File: config.mk
export PLATFORM = sky130hd
export DESIGN_NAME = hidden_weight_update_flat
export DESIGN_NICKNAME = d
export VERILOG_FILES = /design/src/rtl/hidden_weight_update_if.sv /design/src/rtl/hidden_weight_update.sv /design/src/flat_wrapper.sv
export SDC_FILE = /design/constraint.sdc
export NUM_CORES = 1
export LEC_CHECK = 0
export CAP_MARGIN = 20
export CORE_MARGIN = 2
export CORE_UTILIZATION = 64
export DETAILED_ROUTE_END_ITERATION = 12
export PLACE_DENSITY = 0.9
export SLEW_MARGIN = 20
export SYNTH_ARGS = -nofsm -noshare
export SYNTH_HDL_FRONTEND = slang
export SYNTH_SLANG_ARGS = --single-unit
File: constraint.sdc
create_clock -name clk -period 30.3 [get_ports clk]
set_input_delay 3.03 -clock clk [delete_from_list [all_inputs] [get_ports clk]]
set_output_delay 3.03 -clock clk [all_outputs]
set_load 0.03 [all_outputs]
File: src/rtl/hidden_weight_update_if.sv
// Host-side bundle for hidden_weight_update: pass control, hidden deltas and inputs,
// weight load/readback port, and pass status.
interface hidden_weight_update_if #(
  parameter int NUM_HID = 5,
  parameter int NUM_IN  = 3,
  parameter int AW      = $clog2(NUM_HID * NUM_IN)
);
  logic                 start;
  logic signed [9:0]    delta0 [NUM_HID];
  logic        [9:0]    x_in   [NUM_IN];
  logic                 wr_en;
  logic        [AW-1:0] wr_addr;
  logic signed [9:0]    wr_data;
  logic        [AW-1:0] rd_addr;
  logic signed [9:0]    rd_data;
  logic                 busy;
  logic                 done;

  modport master (
    output start, delta0, x_in, wr_en, wr_addr, wr_data, rd_addr,
    input  rd_data, busy, done
  );

  modport slave (
    input  start, delta0, x_in, wr_en, wr_addr, wr_data, rd_addr,
    output rd_data, busy, done
  );
endinterface

File: src/rtl/hidden_weight_update.sv
// Input->hidden weight register file with a sequential update pass, w -= LR*delta*x/1e6.
// Optional macro HIDDEN_WEIGHT_SAT_EN: clamp updated weights instead of wrapping to 10 bits.
module hidden_weight_update #(
  parameter int NUM_HID = 5,
  parameter int NUM_IN  = 3,
  parameter int LR      = 500,
  parameter int AW      = $clog2(NUM_HID * NUM_IN)
) (
  input logic                  clk,
  input logic                  rst_n,
  hidden_weight_update_if.slave bus
);

  localparam int NUM_W = NUM_HID * NUM_IN;
  localparam int JW    = (NUM_HID > 1) ? $clog2(NUM_HID) : 1;
  localparam int IW    = (NUM_IN > 1) ? $clog2(NUM_IN) : 1;
  localparam logic signed [31:0] LR_S = 32'(LR);

  typedef enum logic [1:0] {IDLE, LOAD, UPDATE, FIN} state_t;

  state_t            state_reg, state_next;
  logic [JW-1:0]     j_reg, j_next;
  logic [IW-1:0]     i_reg, i_next;
  logic signed [9:0] delta_reg [NUM_HID];
  logic        [9:0] x_reg     [NUM_IN];
  logic signed [9:0] w_reg     [NUM_W];

  logic              w_we;
  logic [AW-1:0]     w_addr;
  logic signed [9:0] w_data;
  logic [NUM_W-1:0]  w_sel;
  logic              busy_c, done_c;

  logic [AW-1:0]      upd_addr;
  logic signed [31:0] d_ext, x_ext, prod, step;
  logic signed [11:0] w_ext, step12, wn_wide;
  logic signed [9:0]  wn;

  assign upd_addr = AW'(32'(j_reg) * NUM_IN + 32'(i_reg));

  // |step| <= 512*1023*LR/1e6, so the low 12 bits of step are exact for LR <= 1000.
  always_comb begin
    d_ext   = delta_reg[j_reg];
    x_ext   = {22'd0, x_reg[i_reg]};
    prod    = d_ext * x_ext * LR_S;
    step    = prod / 32'sd1000000;
    step12  = step[11:0];
    w_ext   = w_reg[upd_addr];
    wn_wide = w_ext - step12;
`ifdef HIDDEN_WEIGHT_SAT_EN
    if (wn_wide > 12'sd511) begin
      wn = 10'sh1FF;
    end else if (wn_wide < -12'sd512) begin
      wn = 10'sh200;
    end else begin
      wn = wn_wide[9:0];
    end
`else
    wn = wn_wide[9:0];
`endif
  end

  always_comb begin
    state_next = state_reg;
    j_next     = j_reg;
    i_next     = i_reg;
    w_we       = 1'b0;
    w_addr     = bus.wr_addr;
    w_data     = bus.wr_data;
    busy_c     = 1'b0;
    done_c     = 1'b0;
    case (state_reg)
      IDLE: begin
        // Host writes share the weight port with the pass, so they only land while idle.
        w_we = bus.wr_en;
        if (bus.start) begin
          state_next = LOAD;
        end
      end
      LOAD: begin
        busy_c     = 1'b1;
        j_next     = '0;
        i_next     = '0;
        state_next = UPDATE;
      end
      UPDATE: begin
        busy_c = 1'b1;
        w_we   = 1'b1;
        w_addr = upd_addr;
        w_data = wn;
        if (i_reg == IW'(NUM_IN - 1)) begin
          i_next = '0;
          if (j_reg == JW'(NUM_HID - 1)) begin
            j_next     = '0;
            state_next = FIN;
          end else begin
            j_next = j_reg + 1'b1;
          end
        end else begin
          i_next = i_reg + 1'b1;
        end
      end
      FIN: begin
        done_c     = 1'b1;
        state_next = IDLE;
      end
      default: state_next = IDLE;
    endcase
  end

  for (genvar gi = 0; gi < NUM_W; gi++) begin : g_wsel
    assign w_sel[gi] = w_we && (w_addr == AW'(gi));
  end

  always_ff @(posedge clk or negedge rst_n) begin
    if (!rst_n) begin
      state_reg <= IDLE;
      j_reg     <= '0;
      i_reg     <= '0;
      for (int k = 0; k < NUM_HID; k++) delta_reg[k] <= '0;
      for (int k = 0; k < NUM_IN; k++)  x_reg[k]     <= '0;
      for (int k = 0; k < NUM_W; k++)   w_reg[k]     <= '0;
    end else begin
      state_reg <= state_next;
      j_reg     <= j_next;
      i_reg     <= i_next;
      if (state_reg == LOAD) begin
        for (int k = 0; k < NUM_HID; k++) delta_reg[k] <= bus.delta0[k];
        for (int k = 0; k < NUM_IN; k++)  x_reg[k]     <= bus.x_in[k];
      end
      for (int k = 0; k < NUM_W; k++) begin
        if (w_sel[k]) w_reg[k] <= w_data;
      end
    end
  end

  assign bus.rd_data = (32'(bus.rd_addr) < NUM_W) ? w_reg[bus.rd_addr] : '0;
  assign bus.busy    = busy_c;
  assign bus.done    = done_c;

endmodule

File: src/flat_wrapper.sv
// flat-port wrapper written by rule: the top's interface ports become plain ports
module hidden_weight_update_flat 
#(
  parameter int NUM_HID = 5,
  parameter int NUM_IN  = 3,
  parameter int LR      = 500,
  parameter int AW      = $clog2(NUM_HID * NUM_IN)
)
  (clk, rst_n, bus_start, bus_delta0, bus_x_in, bus_wr_en, bus_wr_addr, bus_wr_data, bus_rd_addr, bus_rd_data, bus_busy, bus_done);
  hidden_weight_update_if #(.NUM_HID(NUM_HID), .NUM_IN(NUM_IN), .AW(AW)) bus_i ();
  input logic clk;
  input logic rst_n;
  input wire logic [$bits(bus_i.start)-1:0] bus_start;
  input wire logic [$bits(bus_i.delta0)-1:0] bus_delta0;
  input wire logic [$bits(bus_i.x_in)-1:0] bus_x_in;
  input wire logic [$bits(bus_i.wr_en)-1:0] bus_wr_en;
  input wire logic [$bits(bus_i.wr_addr)-1:0] bus_wr_addr;
  input wire logic [$bits(bus_i.wr_data)-1:0] bus_wr_data;
  input wire logic [$bits(bus_i.rd_addr)-1:0] bus_rd_addr;
  output wire logic [$bits(bus_i.rd_data)-1:0] bus_rd_data;
  output wire logic [$bits(bus_i.busy)-1:0] bus_busy;
  output wire logic [$bits(bus_i.done)-1:0] bus_done;
  assign bus_i.start = bus_start;
  assign bus_i.delta0 = {>>{bus_delta0}};
  assign bus_i.x_in = {>>{bus_x_in}};
  assign bus_i.wr_en = bus_wr_en;
  assign bus_i.wr_addr = bus_wr_addr;
  assign bus_i.wr_data = bus_wr_data;
  assign bus_i.rd_addr = bus_rd_addr;
  assign bus_rd_data = bus_i.rd_data;
  assign bus_busy = bus_i.busy;
  assign bus_done = bus_i.done;
  hidden_weight_update #(.NUM_HID(NUM_HID), .NUM_IN(NUM_IN), .LR(LR), .AW(AW)) u_core (.clk(clk), .rst_n(rst_n), .bus(bus_i));
endmodule
== Yosys cells after proc, flatten, opt, wreduce, memory -nomap -nowiden ==
Index checks and enable logic that the tools add are counted.
Operators by class
  reductions and logical operators: 21
  multiplexer cells: 27
  multiply operators: 3
  add/sub/neg operators: 4
  $lt $le $gt $ge: 5
  bitwise logic cells: 4
  divide/modulo/power cells: 1
  equality and inequality tests: 22
Operators with widths (count)
  2-to-1 mux 10 bit: 10
  binary-select mux 10 bit (select 4 bit): 2
  divider 32 x 21 -> 32 bit, second input constant: 1
  multiplier 32 x 8 -> 30 bit, second input constant: 1
  binary-select mux 10 bit (select 3 bit): 1
  equality test 4 bit, second input constant: 7
  multiplier 10 x 11 -> 21 bit: 1
  binary-select mux 10 bit (select 2 bit): 1
  equality test 4 x 3 -> 1 bit, second input constant: 4
  logical AND 1 bit: 15
  greater-or-equal comparator 5 bit, second input constant: 2
  NOT 4 -> 5 bit: 2
  subtractor 10 bit: 1
  equality test 4 x 2 -> 1 bit, second input constant: 2
  2-to-1 mux 2 bit: 4
  one-hot mux 2 bit (4 select lines): 1
  equality test 2 bit, second input constant: 3
  2-to-1 mux 3 bit: 2
  one-hot mux 3 bit (2 select lines): 1
  adder 4 x 2 -> 4 bit: 1
  equality test 4 x 1 -> 1 bit, second input constant: 1
  greater-or-equal comparator 4 bit, second input constant: 1
  zero test 4 bit: 1
  less-than comparator 4 bit, second input constant: 1
  other kinds (19): 21
Storage, ports and cells
  flip-flop bits (word level): 237
  logic and storage cells: 113
  output and inout bits: 12

== Logic depth before layout (Yosys ltp) ==
  depth in word-level cells: 9
  gate-level depth with buffers: 123
  depth with buffers taken out: 110

== Least setup slack after synthesis ==
No wires, ideal clock.
  kind: reg-to-reg
  start point: register u_core.j_reg[0]
  end point: register u_core.w_reg[59] in the netlist's numbering
  cell stages (with the launch flop): 113
  path buffers: 6
  slack: 4240 ps
  arrival time: 25934 ps
  path through: dfrtp_1 -> clkbuf_1 -> nor3_1 -> a22o_1 -> clkbuf_1 -> nand2_1 -> fa_1 -> fa_1 -> inv_1 -> ha_1 -> fa_1 -> inv_1 -> fa_1 -> inv_1 -> ha_1 -> o21ai_0 -> nand2b_1 -> a21o_1 -> [... 77 more ...] -> ha_1 -> a21o_1 -> a21o_1 -> a21o_1 -> a21o_1 -> a21oi_1 -> o21bai_1 -> a21o_1 -> a21oi_1 -> xnor2_1 -> xor2_1 -> nor2_1 -> nand2_1 -> nand3_1 -> o21ai_1 -> clkbuf_1 -> nand2_1 -> o32a_1
On the way
  longest elaborated chain between the ends: 9
  elaborated cells on any way between the ends: 18
  those cells by class: add/sub: 2; mul: 3; div: 1; eq/ne: 1; mux: 8; bitwise: 2; reduce/logical: 1
Ends and longest elaborated chain
  start, declared: line hidden_weight_update.sv:22  | logic [JW-1:0] j_reg, j_next;
  start signal, assigned: line hidden_weight_update.sv:125  | j_reg <= j_next;
  NOT 3 -> 4 bit (not written as such): line hidden_weight_update.sv:43  | d_ext = delta_reg[j_reg];
  binary-select mux 10 bit (select 3 bit): line hidden_weight_update.sv:43
  2-to-1 mux 10 bit (not written as such) (2 in a row): line hidden_weight_update.sv:43
  multiplier 10 x 11 -> 21 bit: line hidden_weight_update.sv:45  | prod = d_ext * x_ext * LR_S;
  multiplier 32 x 8 -> 30 bit: line hidden_weight_update.sv:45
  divider 32 x 21 -> 32 bit: line hidden_weight_update.sv:46  | step = prod / 32'sd1000000;
  subtractor 10 bit: line hidden_weight_update.sv:49  | wn_wide = w_ext - step12;
  2-to-1 mux 10 bit: line hidden_weight_update.sv:72  | case (state_reg)
  end signal, assigned by index: line hidden_weight_update.sv:132  | if (w_sel[k]) w_reg[k] <= w_data;
  end, declared: line hidden_weight_update.sv:26  | logic signed [9:0] w_reg [NUM_W];
Parallel ways exist; a longest one is shown, timed or not. The select of a mux whose other input is x is not followed.
A chain may end at the register's enable or synchronous reset.

== Final worst setup path ==
  start point: register u_core.j_reg[1]
  end point: register u_core.w_reg[119] in the netlist's numbering
Same word-level chain as after synthesis.

==> metrics <==
result of the run=complete, no violations; initial antenna violation count=2; ANT cells=0; CP Launch Type=flip-flop; worst skew pair latency=540 ps; Slowest cell on crit path=xnor2_1; grt total ovfl=0; r2r startpoint=u_core.j_reg[1]; DRC=0; H-tree lvl count=1; initial core utilization=0.650; Final nets=3530; most common cell after layout, fill and taps aside=nand2_1; Hold EP=u_core.delta_reg[17]; hold path depth=1; sequential-to-total area share from yosys stat=0.217; Tmin final=28910 ps; HPWL after DPL=59200 um; drt pass-1 iters=6; IO Pins=114; share of layout cells above drive strength 1=0.129; clk buf depth=3; Critical Path End Type=flip-flop; total routed wirelength=81700 um; Core ar.=42000 sq um; worst setup path startpoint=u_core.j_reg[1]; DIE AREA=44400 sq um; top_reg_cell synth=dfrtp_1; Clock Tree Root=clkbuf_16; first-pass GRT wire length=131000 um; vias in the first global route=25672; Die Y=211 um; R2R Setup Slk=1390 ps; reported max-cap violation count=0; Slew headroom=0.214; Req. time, crit path=30710 ps; max FFs per register=150; wire per inst=22.1 um; skew final=22.7 ps; row count=75; Syn-to-layout area delta=9.54%; Worst-path clk slew=70 ps; net count after synthesis=3495; Port Buffers=113; Max Slew Vio Count=0; mean post-synth cell area=8.81 sq um; R2R cell count=105; Finish-stage setup viols=0; HP Class=reg2reg; fraction of registers with async set/reset=1.00; Die X=211 um; Final Hold Fails=0; Non-Filler Instances=3691; CP most frequent cell=a21oi_1; FF+latch count, synth=237; worst hold path startpoint=u_core.delta_reg[17]; CTS tree=done; First DRT Iteration DRCs=2972; r2r endpoint=u_core.w_reg[119]; commonest non-fill, non-tap cells in the layout=331 x nand2_1, 270 x inv_1, 251 x nor2_1, 232 x dfrtp_1, 195 x o21ai_0; largest net degree at the start of global routing=152; slew at the pin closest to its max-slew limit=1180 ps; Post-synth EDFFs=0; total placed cells including tap cells=3641; critical-path maximum fanout=16; Tcrit/Tclk final=0.954; fmax=0.0346 GHz; post-synth cell types=125; Crit path largest cell delay=660 ps; synthesized area=27300 sq um; via count=25627; clock sinks=237; DRT antenna net count=0; Crit Path Class=reg2reg; GRT Resource Usage Total=0.364; worst path arrival time=29330 ps; Synth Warn #=0; Num CTS Buffers=22; Post-Synthesis Cells=3104; gp weighted congestion=1.01; DR vias/cell=6.94
[worst max path at each step]
stage / end / slack, ps / cells past startpoint
after floorplan: u_core.w_reg[59] / 4240 / 112
after global placement: u_core.w_reg[49] / 920 / 105
after detailed placement: u_core.w_reg[49] / -40 / 105
after CTS: u_core.w_reg[49] / 50 / 103
after global routing: u_core.w_reg[49] / -130 / 110
final: u_core.w_reg[119] / 1390 / 105
[cell usage after synthesis, types with 10 or more instances]
| master | instances | share of area |
|---|---|---|
| nand3_1 | 72 | 0.013 |
| nor4_1 | 12 | 0.0027 |
| o21ai_1 | 18 | 0.0033 |
| and2_1 | 33 | 0.0076 |
| a211oi_1 | 24 | 0.0066 |
| o211ai_1 | 31 | 0.0085 |
| buf_1 | 14 | 0.0019 |
| nor2b_1 | 20 | 0.0046 |
| nand4_1 | 23 | 0.0053 |
| nand2_1 | 332 | 0.046 |
| xnor2_1 | 112 | 0.036 |
| a22oi_1 | 10 | 0.0027 |
| mux4_2 | 84 | 0.069 |
| or2_2 | 12 | 0.0027 |
| a21oi_1 | 175 | 0.032 |
| o21ai_0 | 196 | 0.036 |
| inv_1 | 270 | 0.037 |
| a31oi_1 | 27 | 0.0062 |
| dfrtp_1 | 237 | 0.22 |
| o22ai_1 | 10 | 0.0023 |
| o21a_1 | 33 | 0.0091 |
| nor2_1 | 257 | 0.035 |
| mux2_2 | 99 | 0.041 |
| fa_1 | 137 | 0.10 |
| or3_1 | 25 | 0.0057 |
| clkbuf_1 | 93 | 0.013 |
| and3_1 | 15 | 0.0034 |
| buf_2 | 23 | 0.0042 |
| nor3_1 | 47 | 0.0086 |
| a21o_1 | 53 | 0.015 |
| nand2b_1 | 33 | 0.0076 |
| ha_1 | 152 | 0.070 |
| o31ai_1 | 22 | 0.0060 |
| xor2_1 | 56 | 0.018 |
| o32a_1 | 16 | 0.0059 |
| mux2i_1 | 68 | 0.025 |
[final cells by class]
| class | instances | area (sq um) |
|---|---|---|
| tap | 539 | 674 |
| clock buffer | 29 | 607 |
| sequential | 237 | 5940 |
| inverter | 271 | 1020 |
| fill | 2939 | 12100 |
| clock inverter | 8 | 57.6 |
| multi-input combinational | 2463 | 20300 |
| timing repair buffer | 144 | 1400 |
[layer usage]
metal / wire (um) / part of all wire / track usage
met2: 39900 / 0.49 / 0.627
met3: 7580 / 0.093 / 0.0565
met5: 13 / 0.00016 / 0
met4: 4080 / 0.050 / 0.166
met1: 30100 / 0.37 / 0.452
[worst max-delay path, delay by kind of cell, from the launching register on]
kind | cells | cell delay [ps]
mux | 5 | 1700
compound gates | 44 | 11220
xor+xnor | 8 | 2530
flops | 1 | 560
fa+ha+maj | 12 | 5260
buf+inv | 9 | 810
simple gates | 27 | 6620
[logic make-up after synthesis]
logic type | after synthesis | synth area share
and+or+nand+nor | 953 | 0.167
AOI/OAI and AO/OA | 792 | 0.196
buffers and inverters | 404 | 0.0571
adders and majority gates | 293 | 0.171
muxes | 254 | 0.136
DFF | 237 | 0.217
xor gates and xnor gates | 171 | 0.0556
[through the flow]
step	hold slack [ps]	setup TNS, ps	utilization	cell area (sq um)	setup slack, ps
after detailed placement	490	-209	0.684	28800	-39.5
after floorplan	461	0	-	27300	4240
final	505	0	0.712	29900	1390
after global placement	474	0	0.684	28800	921
after global routing	533	-1660	0.712	29900	-135
after CTS	503	0	0.700	29400	48.9
[what timing repair did]
item | 4_1_cts | 5_1_grt
buffers inserted | 0 | 12
resized for setup | 2 | 65
hold buffers | 0 | 0
endpoints found under the setup margin | 15 | 135
pin swaps | 0 | 6
Power is not shown: default switching activity piles up to over one toggle a cycle in this logic, so the estimate is an artifact.
